<file path="config.mk">
export PLATFORM = sky130hd
export DESIGN_NAME = sram_controller
export DESIGN_NICKNAME = d
export VERILOG_FILES = /design/src/rtl/sram_controller.sv
export SDC_FILE = /design/constraint.sdc
export NUM_CORES = 1
export LEC_CHECK = 0
export ABC_AREA = 0
export BUFFER_PORTS_ARGS = -buffer_cell sky130_fd_sc_hd__buf_2
export CAP_MARGIN = 15
export CORE_AREA = 5 5 114 116
export DETAILED_ROUTE_END_ITERATION = 10
export DIE_AREA = 0 0 119 121
export PLACE_DENSITY_LB_ADDON = 0.25
export SLEW_MARGIN = 20
export SYNTH_ARGS = -nofsm -noshare
export SYNTH_HDL_FRONTEND = slang
export SYNTH_SLANG_ARGS = --single-unit
</file>
<file path="constraint.sdc">
create_clock -name clk -period 2.3 [get_ports clk]
set_clock_uncertainty 0.1 [all_clocks]
set_input_delay 0.345 -clock clk [delete_from_list [all_inputs] [get_ports clk]]
set_output_delay 0.345 -clock clk [all_outputs]
set_load 0.02 [all_outputs]
</file>
<file path="src/rtl/sram_controller.sv">
// sram_controller: bridges a 32-bit word load/store to a 16-bit external SRAM.
// Each word access is split into two half accesses, low half then high half.
// Each half is held on the bus for WAIT_CYCLES cycles. One DONE cycle follows,
// during which ready is asserted.
//
// Ports:
//   clk, rst           system clock (rising edge), synchronous active-high reset
//   wr_en, rd_en       word write / read request, sampled only while idle
//   address            byte address; BASE_ADDR maps to SRAM word 0
//   writeData          store data
//   readData           registered load data, updated when a read completes
//   ready              combinational; low while an access is outstanding
//   sram_addr          half-word address to the SRAM
//   sram_dq_out/oe     write data and its drive enable
//   sram_dq_in         read data from the SRAM
//   sram_we_n          SRAM write enable, active low
module sram_controller #(
    parameter int unsigned BASE_ADDR   = 1024,
    parameter int unsigned SRAM_AW     = 18,
    parameter int unsigned WAIT_CYCLES = 2
) (
    input  logic               clk,
    input  logic               rst,
    input  logic               wr_en,
    input  logic               rd_en,
    input  logic [31:0]        address,
    input  logic [31:0]        writeData,
    output logic [31:0]        readData,
    output logic               ready,
    output logic [SRAM_AW-1:0] sram_addr,
    output logic [15:0]        sram_dq_out,
    input  logic [15:0]        sram_dq_in,
    output logic               sram_dq_oe,
    output logic               sram_we_n
);

    localparam int unsigned WAW = SRAM_AW - 1;
    localparam int unsigned CW  = (WAIT_CYCLES > 1) ? $clog2(WAIT_CYCLES) : 1;

    localparam logic [1:0] S_IDLE = 2'd0;
    localparam logic [1:0] S_LOW  = 2'd1;
    localparam logic [1:0] S_HIGH = 2'd2;
    localparam logic [1:0] S_DONE = 2'd3;

    logic [1:0]     state, state_n;
    logic [CW-1:0]  cnt, cnt_n;
    logic           is_wr, is_wr_n;
    logic [WAW-1:0] word, word_n;
    logic [31:0]    wd, wd_n;
    logic [15:0]    lo, lo_n;
    logic [31:0]    rdata_n;
    logic [WAW-1:0] req_word;
    logic           req;
    logic           last;

    // Word index relative to BASE_ADDR; the byte offset bits and any bits
    // above the SRAM range fall away, so the address wraps.
    assign req_word = WAW'((address - 32'(BASE_ADDR)) >> 2);
    assign req      = wr_en | rd_en;
    assign last     = (cnt == CW'(WAIT_CYCLES - 1));
    assign ready    = ((state == S_IDLE) && !req) || (state == S_DONE);

    // Next-state and datapath update
    always_comb begin
        state_n = state;
        cnt_n   = cnt;
        is_wr_n = is_wr;
        word_n  = word;
        wd_n    = wd;
        lo_n    = lo;
        rdata_n = readData;
        case (state)
            S_IDLE: begin
                if (req) begin
                    is_wr_n = wr_en;
                    word_n  = req_word;
                    wd_n    = writeData;
                    cnt_n   = '0;
                    state_n = S_LOW;
                end
            end
            S_LOW: begin
                if (last) begin
                    cnt_n   = '0;
                    state_n = S_HIGH;
                    if (!is_wr) lo_n = sram_dq_in;
                end else begin
                    cnt_n = CW'(cnt + 1'b1);
                end
            end
            S_HIGH: begin
                if (last) begin
                    cnt_n   = '0;
                    state_n = S_DONE;
                    if (!is_wr) rdata_n = {sram_dq_in, lo};
                end else begin
                    cnt_n = CW'(cnt + 1'b1);
                end
            end
            S_DONE:  state_n = S_IDLE;
            default: state_n = S_IDLE;
        endcase
    end

    // State and datapath registers
    always_ff @(posedge clk) begin
        if (rst) begin
            state    <= S_IDLE;
            cnt      <= '0;
            is_wr    <= 1'b0;
            word     <= '0;
            wd       <= '0;
            lo       <= '0;
            readData <= '0;
        end else begin
            state    <= state_n;
            cnt      <= cnt_n;
            is_wr    <= is_wr_n;
            word     <= word_n;
            wd       <= wd_n;
            lo       <= lo_n;
            readData <= rdata_n;
        end
    end

    // Bus drive, decoded from registered state only
    always_comb begin
        sram_addr   = '0;
        sram_dq_out = '0;
        sram_dq_oe  = 1'b0;
        sram_we_n   = 1'b1;
        if (state == S_LOW || state == S_HIGH) begin
            sram_addr = {word, (state == S_HIGH)};
            if (is_wr) begin
                sram_dq_out = (state == S_HIGH) ? wd[31:16] : wd[15:0];
                sram_dq_oe  = 1'b1;
                sram_we_n   = 1'b0;
            end
        end
    end

endmodule

</file>
==> results_dict.tcl <==
set metrics [dict create \
    hold_violations 0 \
    core_area_sq_um 11800 \
    crit_chain "inv_1 -> ha_2 -> or3b_4 -> nand2b_1 -> buf_2" \
    io_pins 153 \
    hold-path-endpoint "wd[19]" \
    num_vias 3790 \
    synth_edf_count 0 \
    grt_pass1_wl_mm 17.8 \
    drv_cap 0 \
    maxSlewViolCount 0 \
    hold_path_depth 3 \
    layout.nets 731 \
    design_area_sq_um 5280 \
    hold_start "writeData[19]" \
    area_delta_synth_final_pct 30.2 \
    crit_path_max_fanout 6 \
    synth_seq_cells 101 \
    drtAntennaViolNets 0 \
    synth-simple-area-share 0.256 \
    synthMuxAreaShare 0.0395 \
    startpoint_type "register" \
    yosysSeqAreaShare 0.499 \
    synth_top_family_by_area "simple AND/OR/NAND/NOR gates" \
    rows 40 \
    syn_area_per_cell_sq_um 7.80 \
    cts-root-buf "clkbuf_16" \
    wl_per_cell_um 13.5 \
    dpl-instance-area_sq_um 4920 \
    finish.utilization 0.447 \
    nFillCells 1213 \
    r2r_slack_ns 0.65 \
    path_delay_family "simple AND/OR/NAND/NOR gates" \
    yosys_warnings 0 \
    async_flop_share 0 \
    via_per_inst 4.78 \
    synth_adder_area_share 0.0185 \
    period_share 0.951 \
    setup_viol 0 \
    synth_xor_area_frac 0.00432 \
    r2r_end "lo[8]" \
    timing.rr.start "state[1]" \
    synth-compound-area-share 0.143 \
    min_path_type "in2reg" \
    grt-ovfl-total 0 \
    initial_utilization 0.343 \
    r2r_cells 5 \
    synth.lib_cells_used.distinct 31 \
    fin_cells 793 \
    multi_input_area_sq_um 1890 \
    powerDensity_nw_per_um2 1060 \
    fp.dieW_um 119 \
    n_antenna_cell 0 \
    synth_nets 610 \
    crit_arrival_ns 1.74 \
    clockBufferDepth 2 \
    dpl.cell_count 777 \
    die_area_sq_um 14400 \
    power_mw 5.61 \
    path_clk_slew_ns 0.07 \
    gp_congestion 0.812 \
    final.setup.tns_ns 0 \
    ys.flop_type "dfxtp_1" \
    cts.sinks 101 \
    cts_tree "built" \
    end_kind "output pin" \
    grtUsageTotal 0.151 \
    post-route-drc-count 0 \
    routed_wl_mm 10.7 \
    cts_buffers 9 \
    grt_antenna_before_repair 0 \
    power.leakage_nw 2.24 \
    dr.pass1.iters 4 \
    fin_crit_ns 2.19 \
    dp_hpwl_mm 7.49 \
    slowest_delay_ns 0.43 \
    worstSetupPathType "reg2out" \
    cpMaxStageDelayCell "or3b_4" \
    status "completed" \
    die-height_um 121 \
    netlist_area_sq_um 4050 \
    register_area_sq_um 2020 \
    peakVddDrop_mv 0.499 \
    grt_max_degree 46 \
    tightest_slew_ns 0.646 \
    post_synth_inst_count 520 \
    max_freq_mhz 457 \
    rsz0062_at_grt "false" \
    final_layout_size_suffix_gt1_frac 0.266 \
    path_buf_inv 2 \
    drt_iter0_drc 160 \
    clock_latency_ns 0.34 \
    maxSlewHeadroom 0.568 \
    crit_required_ns 1.86 \
    grt_pass1_vias 3766 \
    io_buffers 137 \
    htreeDepth 3 \
]
==> worst reg2reg max path: stages, from the launching register on <==
cell and delay, ns:
dfxtp_2 0.33, inv_1 0.11, ha_1 0.20, nand3b_1 0.46, nand2_1 0.23, a21oi_1 0.08
==> worst max-delay path by stage <==
stage,slack [ns],depth (start not counted),startpoint,end
after global routing,0.003,6,state[0],sram_dq_out[9]
after CTS,0.05,6,state[0],sram_dq_out[7]
after floorplan,0.20,6,state[0],sram_dq_out[10]
after global placement,0.36,5,state[1],ready
final,0.11,5,state[1],ready
after detailed placement,0.30,5,state[1],ready
==> placed cells by master, fill, tap and decap left out, types with 2 or more instances in the layout <==
cell type / count
and2_1: 17
mux2i_1: 16
ha_2: 2
and4_1: 3
buf_4: 7
buf_2: 136
dfxtp_1: 99
dfxtp_2: 2
clkbuf_8: 3
nand3b_1: 3
nor2_1: 26
ha_1: 4
bufinv_16: 2
a21oi_1: 92
nand2b_1: 2
a211oi_1: 7
buf_12: 4
xnor2_1: 2
nand3_1: 2
a311oi_1: 3
nand2_1: 179
clkbuf_16: 9
inv_1: 5
nor4_1: 5
and3b_1: 2
==> Yosys cell counts, types with 2 or more instances <==
| cell type | instances | area share |
|---|---|---|
| nor4_1 | 5 | 0.0077 |
| a211oi_1 | 7 | 0.013 |
| ha_1 | 6 | 0.019 |
| nand3_1 | 2 | 0.0025 |
| nand3b_1 | 3 | 0.0056 |
| and4_1 | 3 | 0.0065 |
| xnor2_1 | 2 | 0.0043 |
| and2_1 | 17 | 0.026 |
| nand2_1 | 179 | 0.17 |
| a21oi_1 | 92 | 0.11 |
| and3b_1 | 2 | 0.0043 |
| nor2_1 | 27 | 0.025 |
| mux2i_1 | 16 | 0.040 |
| a311oi_1 | 3 | 0.0065 |
| clkbuf_1 | 33 | 0.031 |
| buf_2 | 3 | 0.0037 |
| dfxtp_1 | 101 | 0.50 |
| inv_1 | 5 | 0.0046 |
| nand2b_1 | 2 | 0.0031 |
==> routing by layer <==
metal | vias up | part of all wire | GRT usage
met3 | 13 | 0.069 | 0.0545
met5 | - | 0 | 0
met2 | 92 | 0.46 | 0.242
met1 | 1738 | 0.46 | 0.189
li1 | 1947 | - | -
met4 | 0 | 0.013 | 0.0521
==> area by class of cell <==
class                           instances  share of cell area
Tap cell                              147              0.0349
Clock buffer                           12              0.0505
Inverter                                5             0.00356
Clock inverter                          4              0.0145
Multi-Input combinational cell        377               0.359
Sequential cell                       101               0.384
Timing Repair Buffer                  147               0.154
==> sequential cells by signal (all words and copies together), names as in the netlist <==
signal    cells
lo           16
wd           32
word         17
cnt           1
readData     32
is_wr         1
state         2
==> power by group <==
part	switching [mW]	total (mW)	internal, mW
clock	0.661	1.71	1.05
combinational	1.11	1.76	0.649
sequential	0.135	2.15	2.01
total	1.91	5.61	3.71
==> metrics by stage <==
step,setup WS (ns),hold WS [ns]
after detailed placement,0.300,0.345
final,0.112,0.127
after floorplan,0.204,0.332
after global placement,0.361,0.335
after CTS,0.0518,0.110
after global routing,0.00267,0.124
==> repair_timing <==
| action | CTS | global route |
|---|---|---|
| buffers inserted | 0 | 0 |
| pin swaps | 0 | 0 |
| hold buffers | 0 | 0 |
| hold endpoints to repair | 0 | 0 |
| gates resized for setup | 2 | 4 |
| setup endpoints to repair | 1 | 16 |
==> cell families after synthesis <==
logic type,after synthesis
AOI/OAI and AO/OA,108
xor gates and xnor gates,2
adders and majority gates,6
buffers and inverters,42
DFF,101
muxes,16
and+or+nand+nor,245
Power figures use the tool's default switching activity.
